`config.mk`:
```
export PLATFORM = sky130hd
export DESIGN_NAME = arch_state_dumper
export DESIGN_NICKNAME = d
export VERILOG_FILES = /design/src/rtl/arch_dump_pkg.sv /design/src/rtl/dump_trigger_ctl.sv /design/src/rtl/arch_state_dumper.sv
export SDC_FILE = /design/constraint.sdc
export NUM_CORES = 1
export LEC_CHECK = 0
export ABC_AREA = 1
export ABC_CLOCK_PERIOD_IN_PS = 4200
export CAP_MARGIN = 30
export CELL_PAD_IN_SITES_DETAIL_PLACEMENT = 0
export CELL_PAD_IN_SITES_GLOBAL_PLACEMENT = 1
export CORE_MARGIN = 4
export CORE_UTILIZATION = 40
export DETAILED_ROUTE_END_ITERATION = 10
export GPL_TIMING_DRIVEN = 0
export HOLD_SLACK_MARGIN = 0.1
export PLACE_DENSITY = 0.83
export SETUP_SLACK_MARGIN = 0.05
export SYNTH_ARGS = -nofsm -noshare
export SYNTH_HDL_FRONTEND = slang
export SYNTH_SLANG_ARGS = --single-unit
```
`constraint.sdc`:
```
create_clock -name clk_i -period 4.2 [get_ports clk_i]
set_input_delay 0.63 -clock clk_i [delete_from_list [all_inputs] [get_ports clk_i]]
set_output_delay 0.63 -clock clk_i [all_outputs]
set_load 0.01 [all_outputs]
```
`src/rtl/arch_dump_pkg.sv`:
```
// Shared types for the architectural-state dump engine.
//   dump_state_t : walk sequence IDLE -> HDR -> REG -> MEM -> FIN -> IDLE
//   dump_tag_t   : word type carried on the output stream
//   idx_width()  : width of the per-phase index, sized for the longest phase
package arch_dump_pkg;

    typedef enum logic [2:0] {
        IDLE = 3'd0,
        HDR  = 3'd1,
        REG  = 3'd2,
        MEM  = 3'd3,
        FIN  = 3'd4
    } dump_state_t;

    typedef enum logic [1:0] {
        TAG_HDR = 2'd0,
        TAG_REG = 2'd1,
        TAG_MEM = 2'd2
    } dump_tag_t;

    // Index must cover both the register and memory phases; floor of 2
    // keeps the width at least one bit.
    function automatic int idx_width(input int nregs, input int nbytes);
        int m;
        m = 2;
        if (nregs > m) m = nregs;
        if (nbytes > m) m = nbytes;
        return $clog2(m);
    endfunction

endpackage

```
`src/rtl/dump_trigger_ctl.sv`:
```
// Trigger and bookkeeping side of the dump engine.
//   i_trig     : external dump request (level, sampled every cycle)
//   i_idle     : dump FSM is in IDLE and can accept a start this cycle
//   o_start    : start a dump this cycle (only asserted while i_idle)
//   o_snap     : cycle stamp to place in the header of the dump being started
//   o_cycle    : free-running cycle counter since reset release
//   o_stop     : sticky, cycle budget reached
//   o_missed   : sticky, a trigger arrived while one was already pending
module dump_trigger_ctl
    import arch_dump_pkg::*;
#(
    parameter int PERIOD      = 0,
    parameter int STOP_CYCLES = 20,
    parameter int CNT_W       = 32
) (
    input  logic             clk_i,
    input  logic             rst_i,
    input  logic             i_trig,
    input  logic             i_idle,
    output logic             o_start,
    output logic [CNT_W-1:0] o_snap,
    output logic [CNT_W-1:0] o_cycle,
    output logic             o_stop,
    output logic             o_missed
);

    localparam bit               STOP_EN   = (STOP_CYCLES > 0);
    localparam logic [CNT_W-1:0] STOP_LAST = CNT_W'(STOP_CYCLES - 1);

    logic [CNT_W-1:0] r_cycle;
    logic [CNT_W-1:0] r_pend_snap;
    logic             r_pend;
    logic             r_stop;
    logic             r_missed;
    logic             w_auto;
    logic             w_trig;

    // Optional periodic trigger; the counter restarts on every auto-trigger.
    generate
        if (PERIOD > 0) begin : g_period
            localparam logic [31:0] PERIOD_LAST = 32'(PERIOD - 1);
            logic [31:0] r_period;

            assign w_auto = (r_period == PERIOD_LAST);

            always_ff @(posedge clk_i) begin
                if (rst_i) begin
                    r_period <= '0;
                end else if (w_auto) begin
                    r_period <= '0;
                end else begin
                    r_period <= r_period + 32'd1;
                end
            end
        end else begin : g_no_period
            assign w_auto = 1'b0;
        end
    endgenerate

    assign w_trig  = i_trig | w_auto;
    assign o_start = i_idle & (r_pend | w_trig);
    // A pending request carries the stamp of the cycle it arrived in, so a
    // back-to-back dump reports when it was asked for, not when it began.
    assign o_snap  = r_pend ? r_pend_snap : r_cycle;

    always_ff @(posedge clk_i) begin
        if (rst_i) begin
            r_cycle     <= '0;
            r_pend_snap <= '0;
            r_pend      <= 1'b0;
            r_stop      <= 1'b0;
            r_missed    <= 1'b0;
        end else begin
            r_cycle <= r_cycle + 1'b1;

            if (STOP_EN && (r_cycle == STOP_LAST)) begin
                r_stop <= 1'b1;
            end

            if (i_idle) begin
                // Pending is consumed by this start; a coincident new
                // trigger takes its place.
                if (r_pend) begin
                    r_pend <= w_trig;
                    if (w_trig) begin
                        r_pend_snap <= r_cycle;
                    end
                end
            end else if (w_trig) begin
                if (r_pend) begin
                    r_missed <= 1'b1;
                end else begin
                    r_pend      <= 1'b1;
                    r_pend_snap <= r_cycle;
                end
            end
        end
    end

    assign o_cycle  = r_cycle;
    assign o_stop   = r_stop;
    assign o_missed = r_missed;

endmodule

```
`src/rtl/arch_state_dumper.sv`:
```
// Architectural-state dump engine.
// Streams a header (cycle stamp), every register-file entry, then the first
// DUMP_BYTES bytes of data memory on a valid/ready interface.
//   clk_i, rst_i          : clock, synchronous active-high reset
//   trig_i                : dump request
//   rf_raddr_o/rf_rdata_i : asynchronous register-file read port
//   dm_raddr_o/dm_rdata_i : asynchronous data-memory byte read port
//   out_valid_o/out_ready_i/out_tag_o/out_idx_o/out_data_o : output stream
//   busy_o, done_o, missed_o, cycle_o, stop_o : status
module arch_state_dumper
    import arch_dump_pkg::*;
#(
    parameter  int NUM_REGS    = 32,
    parameter  int REG_W       = 32,
    parameter  int MEM_AW      = 7,
    parameter  int DUMP_BYTES  = 32,
    parameter  int PERIOD      = 0,
    parameter  int STOP_CYCLES = 20,
    parameter  int CNT_W       = 32,
    localparam int IDX_W       = idx_width(NUM_REGS, DUMP_BYTES),
    localparam int RF_AW       = $clog2(NUM_REGS)
) (
    input  logic             clk_i,
    input  logic             rst_i,
    input  logic             trig_i,
    output logic [RF_AW-1:0] rf_raddr_o,
    input  logic [REG_W-1:0] rf_rdata_i,
    output logic [MEM_AW-1:0] dm_raddr_o,
    input  logic [7:0]       dm_rdata_i,
    output logic             out_valid_o,
    input  logic             out_ready_i,
    output logic [1:0]       out_tag_o,
    output logic [IDX_W-1:0] out_idx_o,
    output logic [REG_W-1:0] out_data_o,
    output logic             busy_o,
    output logic             done_o,
    output logic             missed_o,
    output logic [CNT_W-1:0] cycle_o,
    output logic             stop_o
);

    localparam logic [IDX_W-1:0] LAST_REG  = IDX_W'(NUM_REGS - 1);
    localparam logic [IDX_W-1:0] LAST_MEM  = IDX_W'((DUMP_BYTES > 0) ? DUMP_BYTES - 1 : 0);
    localparam dump_state_t      AFTER_REG = (DUMP_BYTES > 0) ? MEM : FIN;

    dump_state_t      r_state;
    logic [IDX_W-1:0] r_idx;
    logic [CNT_W-1:0] r_snap;
    logic             r_out_valid;
    logic [1:0]       r_out_tag;
    logic [IDX_W-1:0] r_out_idx;
    logic [REG_W-1:0] r_out_data;
    logic             r_done;
    logic             r_busy;

    logic              w_load;
    logic              w_start;
    logic [CNT_W-1:0]  w_snap;
    logic [REG_W-1:0]  w_hdr_data;
    logic [REG_W-1:0]  w_mem_data;
    logic [MEM_AW-1:0] w_dm_idx;

    dump_trigger_ctl #(
        .PERIOD      (PERIOD),
        .STOP_CYCLES (STOP_CYCLES),
        .CNT_W       (CNT_W)
    ) u_trig (
        .clk_i    (clk_i),
        .rst_i    (rst_i),
        .i_trig   (trig_i),
        .i_idle   (r_state == IDLE),
        .o_start  (w_start),
        .o_snap   (w_snap),
        .o_cycle  (cycle_o),
        .o_stop   (stop_o),
        .o_missed (missed_o)
    );

    // Output register is free when empty or being drained this cycle.
    assign w_load = !r_out_valid || out_ready_i;

    generate
        if (REG_W > CNT_W) begin : g_hdr_pad
            assign w_hdr_data = {{(REG_W - CNT_W){1'b0}}, r_snap};
        end else begin : g_hdr_trunc
            assign w_hdr_data = r_snap[REG_W-1:0];
        end

        if (MEM_AW > IDX_W) begin : g_dm_pad
            assign w_dm_idx = {{(MEM_AW - IDX_W){1'b0}}, r_idx};
        end else begin : g_dm_trunc
            assign w_dm_idx = r_idx[MEM_AW-1:0];
        end
    endgenerate

    assign w_mem_data = {{(REG_W - 8){1'b0}}, dm_rdata_i};

    // r_idx only advances on a load, so the address (and hence the
    // combinational read data) is stable until the next load samples it.
    assign rf_raddr_o = (r_state == REG) ? r_idx[RF_AW-1:0] : '0;
    assign dm_raddr_o = (r_state == MEM) ? w_dm_idx : '0;

    always_ff @(posedge clk_i) begin
        if (rst_i) begin
            r_state     <= IDLE;
            r_idx       <= '0;
            r_snap      <= '0;
            r_out_valid <= 1'b0;
            r_out_tag   <= '0;
            r_out_idx   <= '0;
            r_out_data  <= '0;
            r_done      <= 1'b0;
            r_busy      <= 1'b0;
        end else begin
            r_done <= 1'b0;
            // Drained with nothing new to load; states below override.
            if (w_load) begin
                r_out_valid <= 1'b0;
            end

            case (r_state)
                IDLE: begin
                    if (w_start) begin
                        r_snap  <= w_snap;
                        r_idx   <= '0;
                        r_state <= HDR;
                        r_busy  <= 1'b1;
                    end
                end
                HDR: begin
                    if (w_load) begin
                        r_out_valid <= 1'b1;
                        r_out_tag   <= TAG_HDR;
                        r_out_idx   <= '0;
                        r_out_data  <= w_hdr_data;
                        r_idx       <= '0;
                        r_state     <= REG;
                    end
                end
                REG: begin
                    if (w_load) begin
                        r_out_valid <= 1'b1;
                        r_out_tag   <= TAG_REG;
                        r_out_idx   <= r_idx;
                        r_out_data  <= rf_rdata_i;
                        if (r_idx == LAST_REG) begin
                            r_idx   <= '0;
                            r_state <= AFTER_REG;
                        end else begin
                            r_idx <= r_idx + 1'b1;
                        end
                    end
                end
                MEM: begin
                    if (w_load) begin
                        r_out_valid <= 1'b1;
                        r_out_tag   <= TAG_MEM;
                        r_out_idx   <= r_idx;
                        r_out_data  <= w_mem_data;
                        if (r_idx == LAST_MEM) begin
                            r_idx   <= '0;
                            r_state <= FIN;
                        end else begin
                            r_idx <= r_idx + 1'b1;
                        end
                    end
                end
                FIN: begin
                    // Wait for the last word to leave, then pulse done.
                    if (w_load) begin
                        r_done  <= 1'b1;
                        r_busy  <= 1'b0;
                        r_state <= IDLE;
                    end
                end
                default: begin
                    r_state <= IDLE;
                    r_busy  <= 1'b0;
                end
            endcase
        end
    end

    assign out_valid_o = r_out_valid;
    assign out_tag_o   = r_out_tag;
    assign out_idx_o   = r_out_idx;
    assign out_data_o  = r_out_data;
    assign busy_o      = r_busy;
    assign done_o      = r_done;

endmodule
```
==> results of run 1 <==
==> layout make-up <==
cell class / count / area share (%)
Tap cell: 225 / 3.02
Clock inverter: 15 / 1.58
Inverter: 64 / 2.59
Multi-Input combinational cell: 777 / 38.2
Sequential cell: 149 / 32.0
Clock buffer: 17 / 4.57
Timing Repair Buffer: 128 / 13.8
Buffer: 61 / 4.31
==> final timing paths <==
check                                        from                  to  slack [ps]  depth (start not counted)
worst min register to register         r_snap[10]          r_snap[10]         460                          2
worst max register to register  u_trig.o_cycle[0]  u_trig.o_cycle[30]        2180                          8
worst max-delay path                   r_state[2]       rf_raddr_o[0]        1720                          4
worst min-delay path                   r_snap[10]          r_snap[10]         460                          2
==> cells by family (layout without fill, tap and decap cells) <==
| family | after synthesis | after routing | share of synthesized area, % |
|---|---|---|---|
| AOI/OAI and AO/OA | 284 | 284 | 20.3 |
| buffers and inverters | 125 | 285 | 8.96 |
| other | 1 | 2 | 0.0522 |
| DFF | 149 | 149 | 41.6 |
| and+or+nand+nor | 486 | 486 | 28.3 |
| adders and majority gates | 3 | 3 | 0.523 |
| xor gates and xnor gates | 2 | 2 | 0.244 |
==> metal layers <==
layer | routed length [um] | GRT usage (%) | vias up
li1 | - | - | 3769
met1 | 10900 | 31.8 | 3291
met2 | 10000 | 36.4 | 227
met3 | 1500 | 4.91 | 27
met4 | 421 | 6.72 | 0
met5 | 0 | 0 | -
==> sequential cells by signal (all words and copies together), names as in the netlist, named ones only <==
name                count
u_trig.r_pend           1
busy_o                  1
r_state                 3
out_tag_o               2
u_trig.o_cycle         32
r_idx                   5
done_o                  1
r_snap                 32
out_data_o             32
u_trig.r_pend_snap     32
out_idx_o               5
u_trig.o_stop           1
u_trig.o_missed         1
==> through the flow <==
step	cells	total power [mW]	utilization, %	hold WS [ps]	cell area, um^2
after floorplan	1051	2.97	-	440	7180
after global placement	1404	3.72	50.2	448	8740
after detailed placement	1404	3.73	50.2	453	8740
after CTS	1436	5.21	53.5	464	9320
after global routing	1436	5.49	53.5	481	9320
final	1436	5.17	53.5	463	9320
==> worst min-delay path: cells and delay by family (launching register included) <==
kind | cells | cell delay (ps)
flip-flops | 1 | 310
AO/OA/AOI/OAI | 1 | 50
AND/OR/NAND/NOR | 1 | 60
==> power by group through the flow <==
| stage | Combinational, mW | Sequential, mW | Clock (mW) |
|---|---|---|---|
| after floorplan | 1.17 | 1.80 | 0 |
| after global placement | 1.98 | 1.74 | 0 |
| after detailed placement | 1.99 | 1.74 | 0 |
| after CTS | 1.99 | 1.71 | 1.51 |
| after global routing | 2.17 | 1.74 | 1.58 |
| final | 1.97 | 1.71 | 1.49 |
==> placed cells by master (no fill, tap or decap), types with 8 or more instances in the layout <==
cell and instances:
a31oi_1 9, nand2_1 310, buf_6 15, nand3_1 67, inv_1 55, dfxtp_1 149, clkbuf_1 17, buf_2 15
clkbuf_16 17, nand4_1 8, nor2_1 80, o21ai_0 105, a21oi_1 158, buf_4 11, clkdlybuf4s50_1 128
==> summary.txt, run 1 <==
Outcome
  • Status: complete, no violations

Synth
  • Synth top area share: 41.6%
  • Unique masters post-synth: 32
  • Ranking of synthesized cells by area: dfxtp_1 42%, nand2_1 16%, a21oi_1 11%
  • Largest area contributor in the netlist: dfxtp_1
  • Asr flop ratio synth: 0%
  • Post-synth EDFFs: 0
  • Post-synthesis cell count: between 1,000 and 1,500
  • Sequential-to-total area share from yosys stat: ~42%
  • Ys Warns: 0
  • Cell area after synthesis: between 7000 and 8000 um^2
  • Most numerous cell in the Yosys netlist: nand2_1
  • Synth Register Bits: 149
  • Post-synth top cells: 310 x nand2_1, 158 x a21oi_1, 149 x dfxtp_1, 105 x o21ai_0, 80 x nor2_1
  • Top FF cell, synth: dfxtp_1
  • Post-synthesis area per instance: approximately 6.8 um^2

Global routing
  • Initial antenna violation count: 0
  • Pin count of the biggest net entering global routing: 17
  • Grt ovf: 0
  • Number of global-route vias before repair: ~7,000
  • Gr usage total: a little under a quarter
  • First-pass GRT wire length: ~37 mm

Power
  • Switch Pwr: between 1.5 and 2 mW
  • Internal power: roughly 3.2 mW
  • Logic pwr share: between 30% and 40%
  • Net Sw Frac: approximately 38%
  • Pwr Density: about 560 nW/um^2
  • Leakage: between 3 and 4 nW
  • Clock Power Share: approximately 29%
  • Worst IR Drop VDD: about 0.35 mV
  • Seq pwr share: about 33%

Drt
  • Detailed-route wire length per cell: about 16 um
  • First drt pass iteration count: 5
  • ANT nets after route: 0
  • Iter 0 DRT Violations: between 400 and 500
  • # DRC: 0
  • Via density per instance: 5.09
  • Via count: between 7,000 and 8,000
  • Final wirelength: around 23 mm

Setup path
  • Worst Path Required: approximately 3600 ps
  • Crit-path max cell delay: approximately 550 ps
  • Crit Path Class: flip-flop to primary output
  • Family with the most delay on the worst path: buffers and inverters
  • CP Max Fanout: 8
  • Critical path's slowest cell: clkdlybuf4s50_1
  • Worst EP arrival: about 1900 ps
  • Crit path launch type: flip-flop
  • CP cell instances: nor2_4, nand2_4, nor2_1, clkdlybuf4s50_1
  • WP buf/inv: 1
  • Crit end category: primary output

Clock network
  • CTS root buffer: clkbuf_16
  • CTS tree: done
  • Post-CTS sizing: 0
  • Bufs on Longest Clock Path: 2
  • Cts bufs inserted: 17
  • Clock slew at reported path FFs: 70 ps
  • Clock sinks: ~150
  • H-tree depth: 4
  • Clk_lat worst skew: roughly 430 ps
  • Postcts setup bufs: 0
  • Cts hold-fix bufs: 0

Final layout
  • Area growth, synth to finish: 29.8%
  • Antenna cells: 0
  • Layout cell share with drive strength beyond 1: between 8 and 9%
  • Storage cell area: 2980 um^2
  • Total Nets Final: around 1,200
  • Area occupied by multi-input gates: about 3600 um^2
  • # fillers: 1,823

Flow run
  • Max-cap violations: 0

Timing
  • Relative slew slack: a little over half
  • Clock Skew: 7.48 ps
  • Final hold violation count: 0
  • Final setup fails: 0
  • RSZ-0062 raised after global routing: false
  • Shortest period the worst path allows: between 2000 and 2500 ps
  • Max Freq: between 400 and 500 MHz
  • Tcrit/Tclk final: a little under 60%
  • Worst setup margin: 1720 ps
  • Final count of pins violating max slew: 0
  • Worst Tran Pin Value: between 600 and 700 ps
  • Setup Total Neg Slack: 0 ps

Floorplanning
  • Chip height: around 140 um
  • Core box area: 17,400 um^2
  • Die area: slightly above 20,000 um^2
  • Die X: 142 um
  • FP Rows: 48
  • # IOs: 132
  • Starting density of the core: just over 40%

Placed design
  • Detailed Place HPWL: roughly 18 mm
  • PortBufs: between 100 and 150
  • Post-Place Setup Slack: between 1500 and 2000 ps
  • GPL Wtd Cong: 0.857

Worst hold path
  • HP Class: flip-flop to flip-flop
No activity file was read; power rests on OpenSTA's default activity.
==> inputs of run 2 (changes only) <==
--- a/config.mk
+++ b/config.mk
@@ -6,16 +6,16 @@
 export NUM_CORES = 1
 export LEC_CHECK = 0
 export ABC_AREA = 1
-export ABC_CLOCK_PERIOD_IN_PS = 4200
+export ABC_CLOCK_PERIOD_IN_PS = 2600
 export CAP_MARGIN = 30
 export CELL_PAD_IN_SITES_DETAIL_PLACEMENT = 0
 export CELL_PAD_IN_SITES_GLOBAL_PLACEMENT = 1
 export CORE_MARGIN = 4
-export CORE_UTILIZATION = 40
+export CORE_UTILIZATION = 37
 export DETAILED_ROUTE_END_ITERATION = 10
 export GPL_TIMING_DRIVEN = 0
 export HOLD_SLACK_MARGIN = 0.1
-export PLACE_DENSITY = 0.83
+export PLACE_DENSITY = 0.78
 export SETUP_SLACK_MARGIN = 0.05
 export SYNTH_ARGS = -nofsm -noshare
 export SYNTH_HDL_FRONTEND = slang
==> constraint.sdc (replaced) <==
create_clock -name clk_i -period 2.6 [get_ports clk_i]
set_input_delay 0.39 -clock clk_i [delete_from_list [all_inputs] [get_ports clk_i]]
set_output_delay 0.39 -clock clk_i [all_outputs]
set_load 0.01 [all_outputs]
==> run 2 against run 1 <==
  * Non-clock buffer count stayed put
  * Routed wire length is 2.1% higher
  * Via count is 0.49% lower
  * Register-to-register slack worse by 1500 ps
  * Combinational power is 62% higher
  * Flip-flop and latch count stayed put
  * Power is 63% higher
  * Clock power is 68% higher
  * Critical path type unchanged
==> summary.txt, run 2 (synthesis results as in run 1) <==
Floorplanning
  • Chip height: 147 um (+3.8%)
  • Die area: 21,700 um^2 (+7.6%)
  • Starting density of the core: 38.0% (-3.2 points)
  • # IOs: 132 (unchanged)
  • Die X: 147 um (+3.8%)
  • Core box area: 18,900 um^2 (+8.5%)
  • FP Rows: 50 (+4.2%)

Placed design
  • Detailed Place HPWL: 17.8 mm (+0.68%)
  • GPL Wtd Cong: 0.872 (+1.7%)
  • Post-Place Setup Slack: 532 ps (-1360 ps)
  • PortBufs: 128 (unchanged)

Final layout
  • Total Nets Final: 1,245 (unchanged)
  • Antenna cells: 0 (unchanged)
  • Final core occ: 49.7% (-3.8 points)
  • Area growth, synth to finish: 30.7%
  • Most common cell after layout, fill and taps aside: nand2_1
  • Most frequent cells in the layout: 310 x nand2_1, 158 x a21oi_1, 149 x dfxtp_1, 128 x clkdlybuf4s50_1, 105 x o21ai_0
  • Layout cell share with drive strength beyond 1: 8.09% (unchanged)

Setup path
  • Worst Path Required: 2210 ps (-1360 ps)
  • Crit path launch type: flip-flop
  • R2R cell count: 8 (unchanged)
  • Crit Path Class: flip-flop to primary output
  • Worst EP arrival: 1840 ps (about the same)
  • CP Max Fanout: 8 (unchanged)
  • Crit end category: primary output

Timing
  • Max Freq: approximately 450 MHz
  • Relative slew slack: 54.2% (+0.74 points)
  • Tcrit/Tclk final: ~86%
  • Worst Tran Pin Value: 687 ps (-11.1 ps)
  • Shortest period the worst path allows: ~2200 ps
  • Clock Skew: 12.9 ps (+5.45 ps)
  • Final count of pins violating max slew: 0 (unchanged)
  • Setup Total Neg Slack: 0 ps (unchanged)
  • Final setup fails: 0 (unchanged)
  • Final hold violation count: 0 (unchanged)
  • RSZ-0062 raised after global routing: false
  • Worst setup margin: 374 ps (-1340 ps)

Flow run
  • Max-cap violations: 0 (unchanged)

Clock network
  • Bufs on Longest Clock Path: 2 (unchanged)
  • CTS root buffer: clkbuf_16
  • Cts hold-fix bufs: 0 (unchanged)
  • Clock slew at reported path FFs: 70 ps (about the same)
  • CTS tree: done
  • Cts bufs inserted: 17 (unchanged)
  • H-tree depth: 4 (unchanged)
  • Clock sinks: 149 (unchanged)
  • Postcts setup bufs: 0 (unchanged)
  • Clk_lat worst skew: 420 ps (about the same)
  • Post-CTS sizing: 0 (unchanged)

Drt
  • Final wirelength: 23.3 mm (+2.1%)
  • First drt pass iteration count: 5 (unchanged)
  • Via density per instance: 4.95 (-2.9%)
  • # DRC: 0 (unchanged)
  • Via count: 7,278 (-0.49%)
  • Detailed-route wire length per cell: 15.8 um (-0.34%)
  • Iter 0 DRT Violations: 332 (-21%)
  • ANT nets after route: 0 (unchanged)

Global routing
  • Initial antenna violation count: 0 (unchanged)
  • Grt ovf: 0 (unchanged)
  • First-pass GRT wire length: 36.9 mm (-0.39%)
  • Gr usage total: 21.1% (-1.9 points)
  • Number of global-route vias before repair: 6,943 (-0.90%)
  • Pin count of the biggest net entering global routing: 17 (unchanged)

Power
  • Tot Pwr: 8.45 mW (+63%)
  • Pwr Density: 901 nW/um^2 (+62%)
  • Worst IR Drop VDD: 0.466 mV (+32%)
  • Leakage: 3.12 nW (+0.20%)

Worst hold path
  • HP Class: flip-flop to flip-flop
  • Cells on Worst Hold Path: 2 (unchanged)

Outcome
  • Status: complete, no violations
==> run 2: cell count changes in the layout (fill, tap and decap cells not counted), sizes merged <==
cell / change
bufinv: +1
clkinvlp: +1
clkinv: -2
==> run 2: where the power goes <==
part | internal (mW) | switching, mW
Sequential | 2.58 | 0.171
Combinational | 1.26 | 1.94
Clock | 1.44 | 1.06
==> run 2: routing by layer <==
metal	track usage [%]	routed length, um	vias to the layer above	share of wire (%)
met5	0	0	-	0
met4	7.55	594	0	2.5
met3	3.70	1240	32	5.3
met2	32.7	10100	205	43
met1	29.5	11400	3284	49
li1	-	-	3757	-
==> run 2: final timing paths <==
check                         start            endpoint  slack [ps]
setup / recovery         r_state[2]       rf_raddr_o[0]         370
hold / removal         out_idx_o[2]        out_idx_o[2]         460
setup reg to reg  u_trig.o_cycle[0]  u_trig.o_cycle[30]         640
hold reg to reg        out_idx_o[2]        out_idx_o[2]         460
==> run 2: worst max-delay path, stage by stage (launching register included) <==
cell and delay, ps:
dfxtp_1 390, nor2_4 230, nand2_4 130, nor2_1 130, clkdlybuf4s50_1 550
==> run 2: metrics by stage <==
| stage | area [um^2] | hold WS, ps | std cells |
|---|---|---|---|
| global placement | 8790 | 451 | 1439 |
| floorplan | 7180 | 440 | 1051 |
| finish | 9390 | 461 | 1471 |
| global route | 9390 | 477 | 1471 |
| CTS | 9390 | 464 | 1471 |
| detailed placement | 8790 | 454 | 1439 |
==> run 2: layout make-up <==
class	count	area (um^2)
inverters	64	241
repair buffers	128	1280
flip-flops and latches	149	2980
plain buffers	61	402
clock inverters	15	171
fillers	2012	9510
well taps	260	325
clock buffers	17	425
multi-input cells	777	3560
==> inputs of run 3 (changes only) <==
--- a/config.mk
+++ b/config.mk
@@ -16,7 +16,7 @@
 export GPL_TIMING_DRIVEN = 0
 export HOLD_SLACK_MARGIN = 0.1
 export PLACE_DENSITY = 0.78
-export SETUP_SLACK_MARGIN = 0.05
+export SETUP_SLACK_MARGIN = 0.4
 export SYNTH_ARGS = -nofsm -noshare
 export SYNTH_HDL_FRONTEND = slang
 export SYNTH_SLANG_ARGS = --single-unit
==> run 3 against run 2 <==
  * Via count barely moved
  * Clock skew rose by 1.2 ps
  * Hold slack barely moved
  * Largest power group unchanged
  * Final area rose by 0.31%
==> summary.txt, run 3 (synthesis results as in run 1) <==
Outcome
  • Status: complete, no violations

Placed design
  • GPL Wtd Cong: 0.872 (unchanged)
  • PortBufs: 128 (unchanged)
  • Detailed Place HPWL: 17.8 mm (unchanged)

Clock network
  • CTS root buffer: clkbuf_16
  • Cts bufs inserted: 17 (unchanged)
  • H-tree depth: 4 (unchanged)
  • Clock slew at reported path FFs: 60 ps (about the same)
  • Bufs on Longest Clock Path: 2 (unchanged)
  • Clock sinks: 149 (unchanged)
  • Clk_lat worst skew: 420 ps (about the same)
  • CTS tree: done

Timing
  • Final hold violation count: 0 (unchanged)
  • RSZ-0062 raised after global routing: false
  • Worst Tran Pin Value: 693 ps (+5.39 ps)
  • Max Freq: 466 MHz (+3.6%)
  • Clock Skew: 14.2 ps (+1.24 ps)
  • Final count of pins violating max slew: 0 (unchanged)
  • Relative slew slack: 53.8% (-0.36 points)
  • Shortest period the worst path allows: 2150 ps (-78.3 ps)
  • Setup Total Neg Slack: 0 ps (unchanged)
  • Tcrit/Tclk final: 82.6% (-3.0 points)
  • Final setup fails: 0 (unchanged)

Drt
  • # DRC: 0 (unchanged)
  • ANT nets after route: 0 (unchanged)
  • Iter 0 DRT Violations: 346 (+4.2%)
  • Detailed-route wire length per cell: 15.8 um (about the same)
  • First drt pass iteration count: 5 (unchanged)
  • Final wirelength: 23.3 mm (about the same)
  • Via density per instance: 4.95 (about the same)
  • Via count: 7,284 (+0.082%)

Setup path
  • R2R cell count: 8 (unchanged)
  • Worst EP arrival: 1760 ps (-80 ps)
  • Crit end category: primary output
  • CP Max Fanout: 8 (unchanged)
  • Crit path launch type: flip-flop
  • Crit Path Class: flip-flop to primary output
  • Worst Path Required: 2210 ps (about the same)

Floorplanning
  • Chip height: 147 um (unchanged)
  • Die X: 147 um (unchanged)
  • # IOs: 132 (unchanged)
  • FP Rows: 50 (unchanged)
  • Die area: 21,700 um^2 (unchanged)
  • Core box area: 18,900 um^2 (unchanged)
  • Starting density of the core: 38.0% (unchanged)

Global routing
  • Pin count of the biggest net entering global routing: 17 (unchanged)
  • Grt ovf: 0 (unchanged)
  • Number of global-route vias before repair: 6,948 (+0.072%)
  • First-pass GRT wire length: 36.9 mm (unchanged)
  • Gr usage total: 21.1% (about the same)
  • Initial antenna violation count: 0 (unchanged)

Power
  • Seq pwr share: 32.6% (about the same)
  • Logic pwr share: 38.0% (about the same)
  • Tot Pwr: 8.47 mW (+0.20%)
  • Worst IR Drop VDD: 0.466 mV (about the same)
  • Switch Pwr: 3.17 mW (about the same)
  • Pwr Density: 900 nW/um^2 (-0.11%)
  • Net Sw Frac: 37.5% (-0.044 points)
  • Internal power: 5.30 mW (+0.27%)
  • Clock Power Share: 29.5% (about the same)
  • Leakage: 3.20 nW (+2.6%)

Final layout
  • Layout cell share with drive strength beyond 1: 8.41% (+0.32 points)
  • Most frequent cells in the layout: 310 x nand2_1, 158 x a21oi_1, 148 x dfxtp_1, 124 x clkdlybuf4s50_1, 105 x o21ai_0
  • # fillers: 2,010 (-0.099%)
  • Area growth, synth to finish: 31.1%
  • Antenna cells: 0 (unchanged)
  • Total Nets Final: 1,247 (+0.16%)
  • Most common cell after layout, fill and taps aside: nand2_1

Worst hold path
  • Cells on Worst Hold Path: 2 (unchanged)
  • HP Class: flip-flop to flip-flop

Flow run
  • Max-cap violations: 0 (unchanged)
run 3: timing repair:
action,4_1_cts,5_1_grt
gates resized for setup,0,6
hold endpoints to repair,0,0
buffers inserted,1,1
pin swaps,1,0
hold buffers,0,0
endpoints found under the setup margin,5,10
run 3: per-stage QoR:
| stage | cell area, um^2 | setup slack [ps] | hold slack [ps] | instances | utilization [%] |
|---|---|---|---|---|---|
| after floorplan | 7180 | 1130 | 440 | 1051 | - |
| after global placement | 8790 | 579 | 451 | 1439 | 46.5 |
| after detailed placement | 8790 | 532 | 454 | 1439 | 46.5 |
| after CTS | 9390 | 422 | 464 | 1472 | 49.7 |
| after global routing | 9410 | 368 | 477 | 1473 | 49.8 |
| final | 9410 | 452 | 461 | 1473 | 49.8 |
run 3: final timing paths:
check                     from  slack [ps]                  to
max                 r_state[2]         450       dm_raddr_o[2]
min               out_idx_o[2]         460        out_idx_o[2]
max reg2reg  u_trig.o_cycle[0]         730  u_trig.o_cycle[30]
min reg2reg       out_idx_o[2]         460        out_idx_o[2]
run 3: critical path: stages (launching register included):
cell,delay (ps)
dfxtp_1,390
inv_2,130
nand3_4,130
nor2_1,140
clkdlybuf4s50_1,550
run 3: power by group through the flow:
stage	registers [mW]	logic, mW	clock network [mW]
after floorplan	2.90	1.90	0
after global placement	2.80	3.22	0
after CTS	2.75	3.24	2.55
final	2.76	3.21	2.50
after global routing	2.79	3.53	2.65
after detailed placement	2.80	3.21	0
run 3: area by class of cell:
class | instances | area [um^2] | area share [%]
inverters | 64 | 241 | 2.57
multi-input cells | 777 | 3560 | 37.8
clock inverters | 15 | 171 | 1.82
clock buffers | 17 | 425 | 4.52
well taps | 260 | 325 | 3.46
plain buffers | 61 | 402 | 4.27
flip-flops and latches | 149 | 2980 | 31.7
repair buffers | 130 | 1310 | 13.9
run 3: metal layers:
layer  track usage (%)  wire length, um
met1              29.5            11400
met2              32.8            10100
met3              3.70             1240
met4              7.55              593
met5                 0                0
